`config.mk`:
```
export PLATFORM = sky130hd
export DESIGN_NAME = aes_key_expand
export DESIGN_NICKNAME = d
export VERILOG_FILES = /design/src/rtl/aes_pkg.sv /design/src/rtl/aes_sbox.sv /design/src/rtl/aes_key_expand.sv
export SDC_FILE = /design/constraint.sdc
export NUM_CORES = 2
export LEC_CHECK = 0
export ABC_AREA = 1
export BUFFER_PORTS_ARGS = -buffer_cell sky130_fd_sc_hd__buf_2
export CAP_MARGIN = 25
export CORE_UTILIZATION = 30
export CTS_CLUSTER_SIZE = 24
export DETAILED_ROUTE_END_ITERATION = 7
export SLEW_MARGIN = 10
export SYNTH_ARGS = -nofsm -noshare
export SYNTH_HDL_FRONTEND = slang
export SYNTH_SLANG_ARGS = --single-unit
```
`constraint.sdc`:
```
create_clock -name clk -period 71 [get_ports clk]
set_input_delay 14.2 -clock clk [delete_from_list [all_inputs] [get_ports clk]]
set_output_delay 14.2 -clock clk [all_outputs]
set_load 0.1 [all_outputs]
```
`src/rtl/aes_pkg.sv`:
```
// aes_pkg
// Shared AES definitions used by the key schedule and the cipher datapath.
//   NR        : number of rounds for AES-128 (10)
//   block_t   : one 128-bit state/round-key block, byte 0 in bits [127:120]
//   kx_state_t: key-expansion control states (encoding doubles as 'busy')
//   SBOX      : forward S-box, SBOX[x] is the substitution of byte x
//   RCON      : round constants for rounds 1..10, RCON[0] belongs to round 1
//   rcon_of() : round constant for a round number, 0 outside 1..10
package aes_pkg;

   localparam int NR = 10;

   typedef logic [127:0] block_t;

   // IDLE/EXPAND encoded so that the state bit is the 'busy' flag itself.
   typedef enum logic {
      KX_IDLE   = 1'b0,
      KX_EXPAND = 1'b1
   } kx_state_t;

   // Row-major: element 0 is the leftmost byte of the first line.
   localparam logic [0:255][7:0] SBOX = {
      128'h637c777bf26b6fc53001672bfed7ab76,
      128'hca82c97dfa5947f0add4a2af9ca472c0,
      128'hb7fd9326363ff7cc34a5e5f171d83115,
      128'h04c723c31896059a071280e2eb27b275,
      128'h09832c1a1b6e5aa0523bd6b329e32f84,
      128'h53d100ed20fcb15b6acbbe394a4c58cf,
      128'hd0efaafb434d338545f9027f503c9fa8,
      128'h51a3408f929d38f5bcb6da2110fff3d2,
      128'hcd0c13ec5f974417c4a77e3d645d1973,
      128'h60814fdc222a908846eeb814de5e0bdb,
      128'he0323a0a4906245cc2d3ac629195e479,
      128'he7c8376d8dd54ea96c56f4ea657aae08,
      128'hba78252e1ca6b4c6e8dd741f4bbd8b8a,
      128'h703eb5664803f60e613557b986c11d9e,
      128'he1f8981169d98e949b1e87e9ce5528df,
      128'h8ca1890dbfe6426841992d0fb054bb16
   };

   localparam logic [0:9][7:0] RCON = {
      8'h01, 8'h02, 8'h04, 8'h08, 8'h10,
      8'h20, 8'h40, 8'h80, 8'h1b, 8'h36
   };

   function automatic logic [7:0] rcon_of(input logic [3:0] rnd);
      logic [3:0] idx;
      idx     = rnd - 4'd1;
      rcon_of = 8'h00;
      if (rnd >= 4'd1 && rnd <= 4'd10) begin
         rcon_of = RCON[idx];
      end
   endfunction

endpackage

```
`src/rtl/aes_sbox.sv`:
```
// aes_sbox
// Combinational AES forward S-box, one byte per instance.
//   a : input byte
//   s : substituted byte SBOX[a]
module aes_sbox
   import aes_pkg::*;
(
   input  logic [7:0] a,
   output logic [7:0] s
);

   assign s = SBOX[a];

endmodule

```
`src/rtl/aes_key_expand.sv`:
```
// aes_key_expand
// Iterative AES-128 key schedule. A start pulse loads the cipher key, then one
// round key is derived per clock into an (NR+1)-entry register file that the
// cipher reads through a combinational indexed port.
//   clk       : clock, rising edge
//   rst       : asynchronous active-high reset
//   start     : load key and begin expansion (ignored while busy)
//   key       : 128-bit cipher key, word w0 = key[127:96]
//   busy      : expansion in progress
//   key_valid : all round keys stored and stable
//   rk_addr   : round-key index 0..NR; larger indices read as zero
//   rk_out    : round key rk[rk_addr], no read latency
module aes_key_expand #(
   parameter int NR = aes_pkg::NR    // only 10 (AES-128) is supported
) (
   input  logic         clk,
   input  logic         rst,
   input  logic         start,
   input  logic [127:0] key,
   output logic         busy,
   output logic         key_valid,
   input  logic [3:0]   rk_addr,
   output logic [127:0] rk_out
);

   localparam logic [3:0] LAST_RND = 4'(NR);

   aes_pkg::kx_state_t state_q, state_d;

   logic [3:0]      rnd_q;
   aes_pkg::block_t w_q;
   aes_pkg::block_t rk_q [NR+1];

   logic load;    // accept a new key this edge
   logic step;    // derive and store one round key this edge
   logic last;    // this step writes the final round key

   // ------------------------------------------------------------------
   // Control
   // ------------------------------------------------------------------
   // NOTE: every register is written with <= so all flops sample the values
   // from before the edge, independent of statement order.
   always_ff @(posedge clk or posedge rst) begin
      if (rst) begin
         state_q <= aes_pkg::KX_IDLE;
      end else begin
         state_q <= state_d;
      end
   end

   // NOTE: every output of this block gets a default first, so no path can
   // leave one unassigned and infer a latch.
   always_comb begin
      state_d = state_q;
      load    = 1'b0;
      step    = 1'b0;
      last    = 1'b0;
      case (state_q)
         aes_pkg::KX_IDLE: begin
            if (start) begin
               load    = 1'b1;
               state_d = aes_pkg::KX_EXPAND;
            end
         end
         aes_pkg::KX_EXPAND: begin
            // start is deliberately not looked at here: a running expansion
            // always completes with the key it was started with.
            step = 1'b1;
            if (rnd_q == LAST_RND) begin
               last    = 1'b1;
               state_d = aes_pkg::KX_IDLE;
            end
         end
         default: state_d = aes_pkg::KX_IDLE;
      endcase
   end

   assign busy = (state_q == aes_pkg::KX_EXPAND);

   // ------------------------------------------------------------------
   // Round function: one full round key (four words) per cycle
   // ------------------------------------------------------------------
   logic [31:0]     w3_rot;
   logic [31:0]     w3_sub;
   logic [31:0]     t;
   logic [31:0]     w0_n, w1_n, w2_n, w3_n;
   aes_pkg::block_t nxt;

   assign w3_rot = {w_q[23:0], w_q[31:24]};

   for (genvar g = 0; g < 4; g++) begin : g_subword
      aes_sbox u_sbox (
         .a (w3_rot[8*g +: 8]),
         .s (w3_sub[8*g +: 8])
      );
   end

   assign t    = w3_sub ^ {aes_pkg::rcon_of(rnd_q), 24'h0};
   assign w0_n = w_q[127:96] ^ t;
   assign w1_n = w_q[95:64]  ^ w0_n;
   assign w2_n = w_q[63:32]  ^ w1_n;
   assign w3_n = w_q[31:0]   ^ w2_n;
   assign nxt  = {w0_n, w1_n, w2_n, w3_n};

   // ------------------------------------------------------------------
   // Working register, round counter, key_valid
   // ------------------------------------------------------------------
   always_ff @(posedge clk or posedge rst) begin
      if (rst) begin
         w_q       <= '0;
         rnd_q     <= '0;
         key_valid <= 1'b0;
      end else if (load) begin
         w_q       <= key;
         rnd_q     <= 4'd1;
         key_valid <= 1'b0;
      end else if (step) begin
         w_q   <= nxt;
         rnd_q <= rnd_q + 4'd1;
         if (last) begin
            key_valid <= 1'b1;
         end
      end
   end

   // ------------------------------------------------------------------
   // Round-key register file
   // ------------------------------------------------------------------
   // NOTE: this storage is flops, not a RAM macro, and it is reset on purpose:
   // after reset every address must read back as zero.
   always_ff @(posedge clk or posedge rst) begin
      if (rst) begin
         for (int i = 0; i <= NR; i++) begin
            rk_q[i] <= '0;
         end
      end else if (load) begin
         rk_q[0] <= key;
      end else if (step) begin
         rk_q[rnd_q] <= nxt;
      end
   end

   // Combinational read; indices past the last round read as zero.
   always_comb begin
      rk_out = '0;
      if (rk_addr <= LAST_RND) begin
         rk_out = rk_q[rk_addr];
      end
   end

endmodule

```
==> summary.txt <==
Timing
  – Clock Skews: 64.77 ps
  – Setup_tns: 0 ps
  – Unrepaired setup endpoints after global routing: false
  – Final min period: 33650 ps
  – Final WS setup: 37350 ps
  – Final setup violation count: 0
  – Max-slew violations: 0
  – Final period util: 47.40%
  – Slew @ Worst Pin: 1180 ps
  – Slew headroom: 21.33%
  – Fmax: 0.02972 GHz
  – Hold Fails Final Rpt: 0

Synthesis
  – Syn Nets: 11000
  – Mapped Area: 82340 sq um
  – Sequential share of the synthesized area: 46.86%
  – Synthesis warning total: 0
  – Yosys cell types: 49
  – Mapped Avg Cell Area: 7.625 sq um
  – Synth Instances: 10800
  – Flops & latches, synth: 1542

Clock tree
  – Buffers inserted by post-CTS timing repair: 0
  – Num CTS Buffers: 170
  – Clock transition at the registers of the reported paths: 60 ps
  – H-tree levels: 4
  – Longest Clk Path Bufs: 3
  – CTS Sinks: 1542
  – CTS tree: done
  – CTS root buf: clkbuf_16
  – Worst-Skew Late Latency: 890 ps
  – Cts repair resizes: 0
  – Cts hold-fix bufs: 0

Power
  – P_int: 2.591 mW
  – Sw frac: 55.82%
  – Gate power share: 57.2%
  – LEAKAGE: 42.95 nW
  – Sw Pwr: 3.275 mW
  – Seq pwr share: 26.6%
  – Power Dens Cells: 63.81 nW/um^2
  – Clk pwr share: 16.2%
  – Peak supply drop: 0.00004539 V

Placed design
  – Routability congestion estimate: 1.067
  – IO buf count: 264
  – Post-Place Cell Area: 85830 sq um
  – Worst slack at placement: 37360 ps
  – Detail Placement HPWL: 259500 um

Min path
  – Min-delay src: rk_q[269]
  – Hold path depth: 2
  – Hold Path End: rk_q[269]
  – Hold Path Class: flop to flop

Global route
  – Total track usage: 28.58%
  – Routing usage on met2: 41.36%
  – Initial antenna violation count: 54
  – First-pass GRT wire length: 579400 um
  – Vias in the first global route: 77080
  – Pin count of the biggest net entering global routing: 173
  – GR Layer Usage met3: 7.564%
  – GRT busiest layer: met2
  – Met1 usage: 37.95%
  – GRT overflow: 0

Floorplanning
  – Core area: 272000 sq um
  – Die ar.: 276600 sq um
  – Die X-Extent: 525.9 um
  – Die Y-Extent: 525.9 um
  – I/O pin total: 265
  – Num rows: 191
  – Initial Utilization: 30.28%

Cells and area
  – Most common cell after layout, fill and taps aside: nand2_1
  – Layout cells sized above 1: 8.396%
  – P&R area growth vs syn: 11.65%
  – Most frequent cells in the layout: nand2_1 (3050), o21ai_0 (1656), dfrtp_1 (1535), nand3_1 (1382), inv_1 (521)
  – Final nets: 10720
  – Final instance area: 91930 sq um

Detailed routing
  – Number of remaining DRC errors: 0
  – Wire per inst: 28.56 um
  – Detail Route Antenna Nets: 0
  – Initial DRC count: 12290
  – DR vias/cell: 5.840
  – DR vias: 83250
  – WL final: 407100 um
  – Initial DRT Pass Iterations: 8

Setup path
  – R2R setup slack: 64450 ps
  – CP Data Required Time: 56800 ps
  – Critical Path Sink Type: primary output
  – Worst reg2reg path endpoint: rk_q[663]
  – Reg2reg path depth: 19
  – WP data arrival: 19450 ps
  – Worst Setup Start Kind: input port
  – Crit Path Class: input port to primary output
  – Max FO, Critical Path: 77
  – FF-to-FF Start: w_q[8]

Job
  – Max_cap viols: 0

Run status
  – Outcome: complete, no violations
metal layers:
layer  part of all wire, %  vias to the layer above
met4                   6.7                       40
met5                 0.064                        -
met3                    11                     1072
met2                    42                     5312
met1                    40                    40820
li1                      -                    36000
worst max path at each step:
| stage | start | to | cells past startpoint |
|---|---|---|---|
| finish | rk_addr[0] | rk_out[18] | 10 |
| global route | rk_addr[0] | rk_out[18] | 10 |
| floorplan | rst | busy | 1 |
| global placement | rk_addr[0] | rk_out[18] | 10 |
| CTS | rk_addr[0] | rk_out[18] | 10 |
| detailed placement | rk_addr[0] | rk_out[18] | 10 |
cells in the mapped netlist, drive strengths merged:
cell type	number	area share (%)
a221oi	144	1.5
nand3	1413	8.8
nor2	529	2.4
ha	63	0.96
xor2	6	0.073
or2	2	0.015
o21ai	1707	10
a32o	128	1.6
a21o	2	0.018
a21oi	187	1.2
inv	566	2.6
o2111ai	55	0.59
nand2	3126	15
nor3	8	0.055
nand3b	22	0.22
dfrtp	1542	47
o221ai	11	0.12
clkbuf	600	2.7
buf	265	1.9
o311ai	2	0.021
o21bai	1	0.0091
xnor2	1	0.020
a211oi	1	0.0091
and2	3	0.023
o211ai	152	1.4
a22oi	46	0.42
o22ai	100	0.76
a31oi	71	0.54
nand4	32	0.24
clkinv	13	0.059
cells by family (layout without fill, tap and decap cells):
| group | after synthesis | after routing | synth area share [%] |
|---|---|---|---|
| and+or+nand+nor | 5135 | 5135 | 26.36 |
| buffers and inverters | 1444 | 1306 | 7.242 |
| AOI/OAI and AO/OA | 2607 | 2607 | 18.49 |
| other | 0 | 25 | 0 |
| adders and majority gates | 63 | 63 | 0.9573 |
| DFF | 1542 | 1542 | 46.86 |
| xor gates and xnor gates | 7 | 7 | 0.09270 |
critical path, stage by stage:
cell and delay (ps):
buf_8 270, nand2_1 280, inv_8 460, buf_4 800
buf_4 930, buf_4 840, a221oi_1 200, o21ai_0 130
a32o_1 670, buf_2 560
metrics by stage:
stage | hold slack, ps | cells | util (%) | power (mW)
after global placement | 457.3 | 13910 | 31.56 | 4.773
after global routing | 489.7 | 14250 | 33.80 | 6.138
final | 473.4 | 14260 | 33.80 | 5.866
after floorplan | 443.8 | 10800 | - | 3.552
after CTS | 477.0 | 14230 | 33.74 | 5.731
after detailed placement | 461.0 | 13910 | 31.56 | 4.773
power groups by stage:
| stage | clock network (mW) | logic [mW] | registers (mW) |
|---|---|---|---|
| 5_1_grt | 0.993 | 3.55 | 1.59 |
| 3_3_place_gp | 0 | 3.22 | 1.55 |
| 3_5_place_dp | 0 | 3.22 | 1.55 |
| 4_1_cts | 0.959 | 3.23 | 1.54 |
| 2_1_floorplan | 0 | 2.07 | 1.49 |
| 6_report | 0.952 | 3.36 | 1.56 |
layout make-up:
class                      count  area [sq um]
tap                         3570          4467
clock buffer                 247          5026
fill                       28940        180000
multi-input combinational   7812         37910
sequential                  1542         38600
timing repair buffer         414          2673
antenna                       25         62.56
clock inverter                66         902.1
inverter                     579          2291
state kept, by name, summed over array words and instances, names as in the netlist:
name / flops
busy: 1
key_valid: 1
rnd_q: 4
rk_q: 1408
w_q: 128
Note: power is estimated with default switching activity, not from simulation.
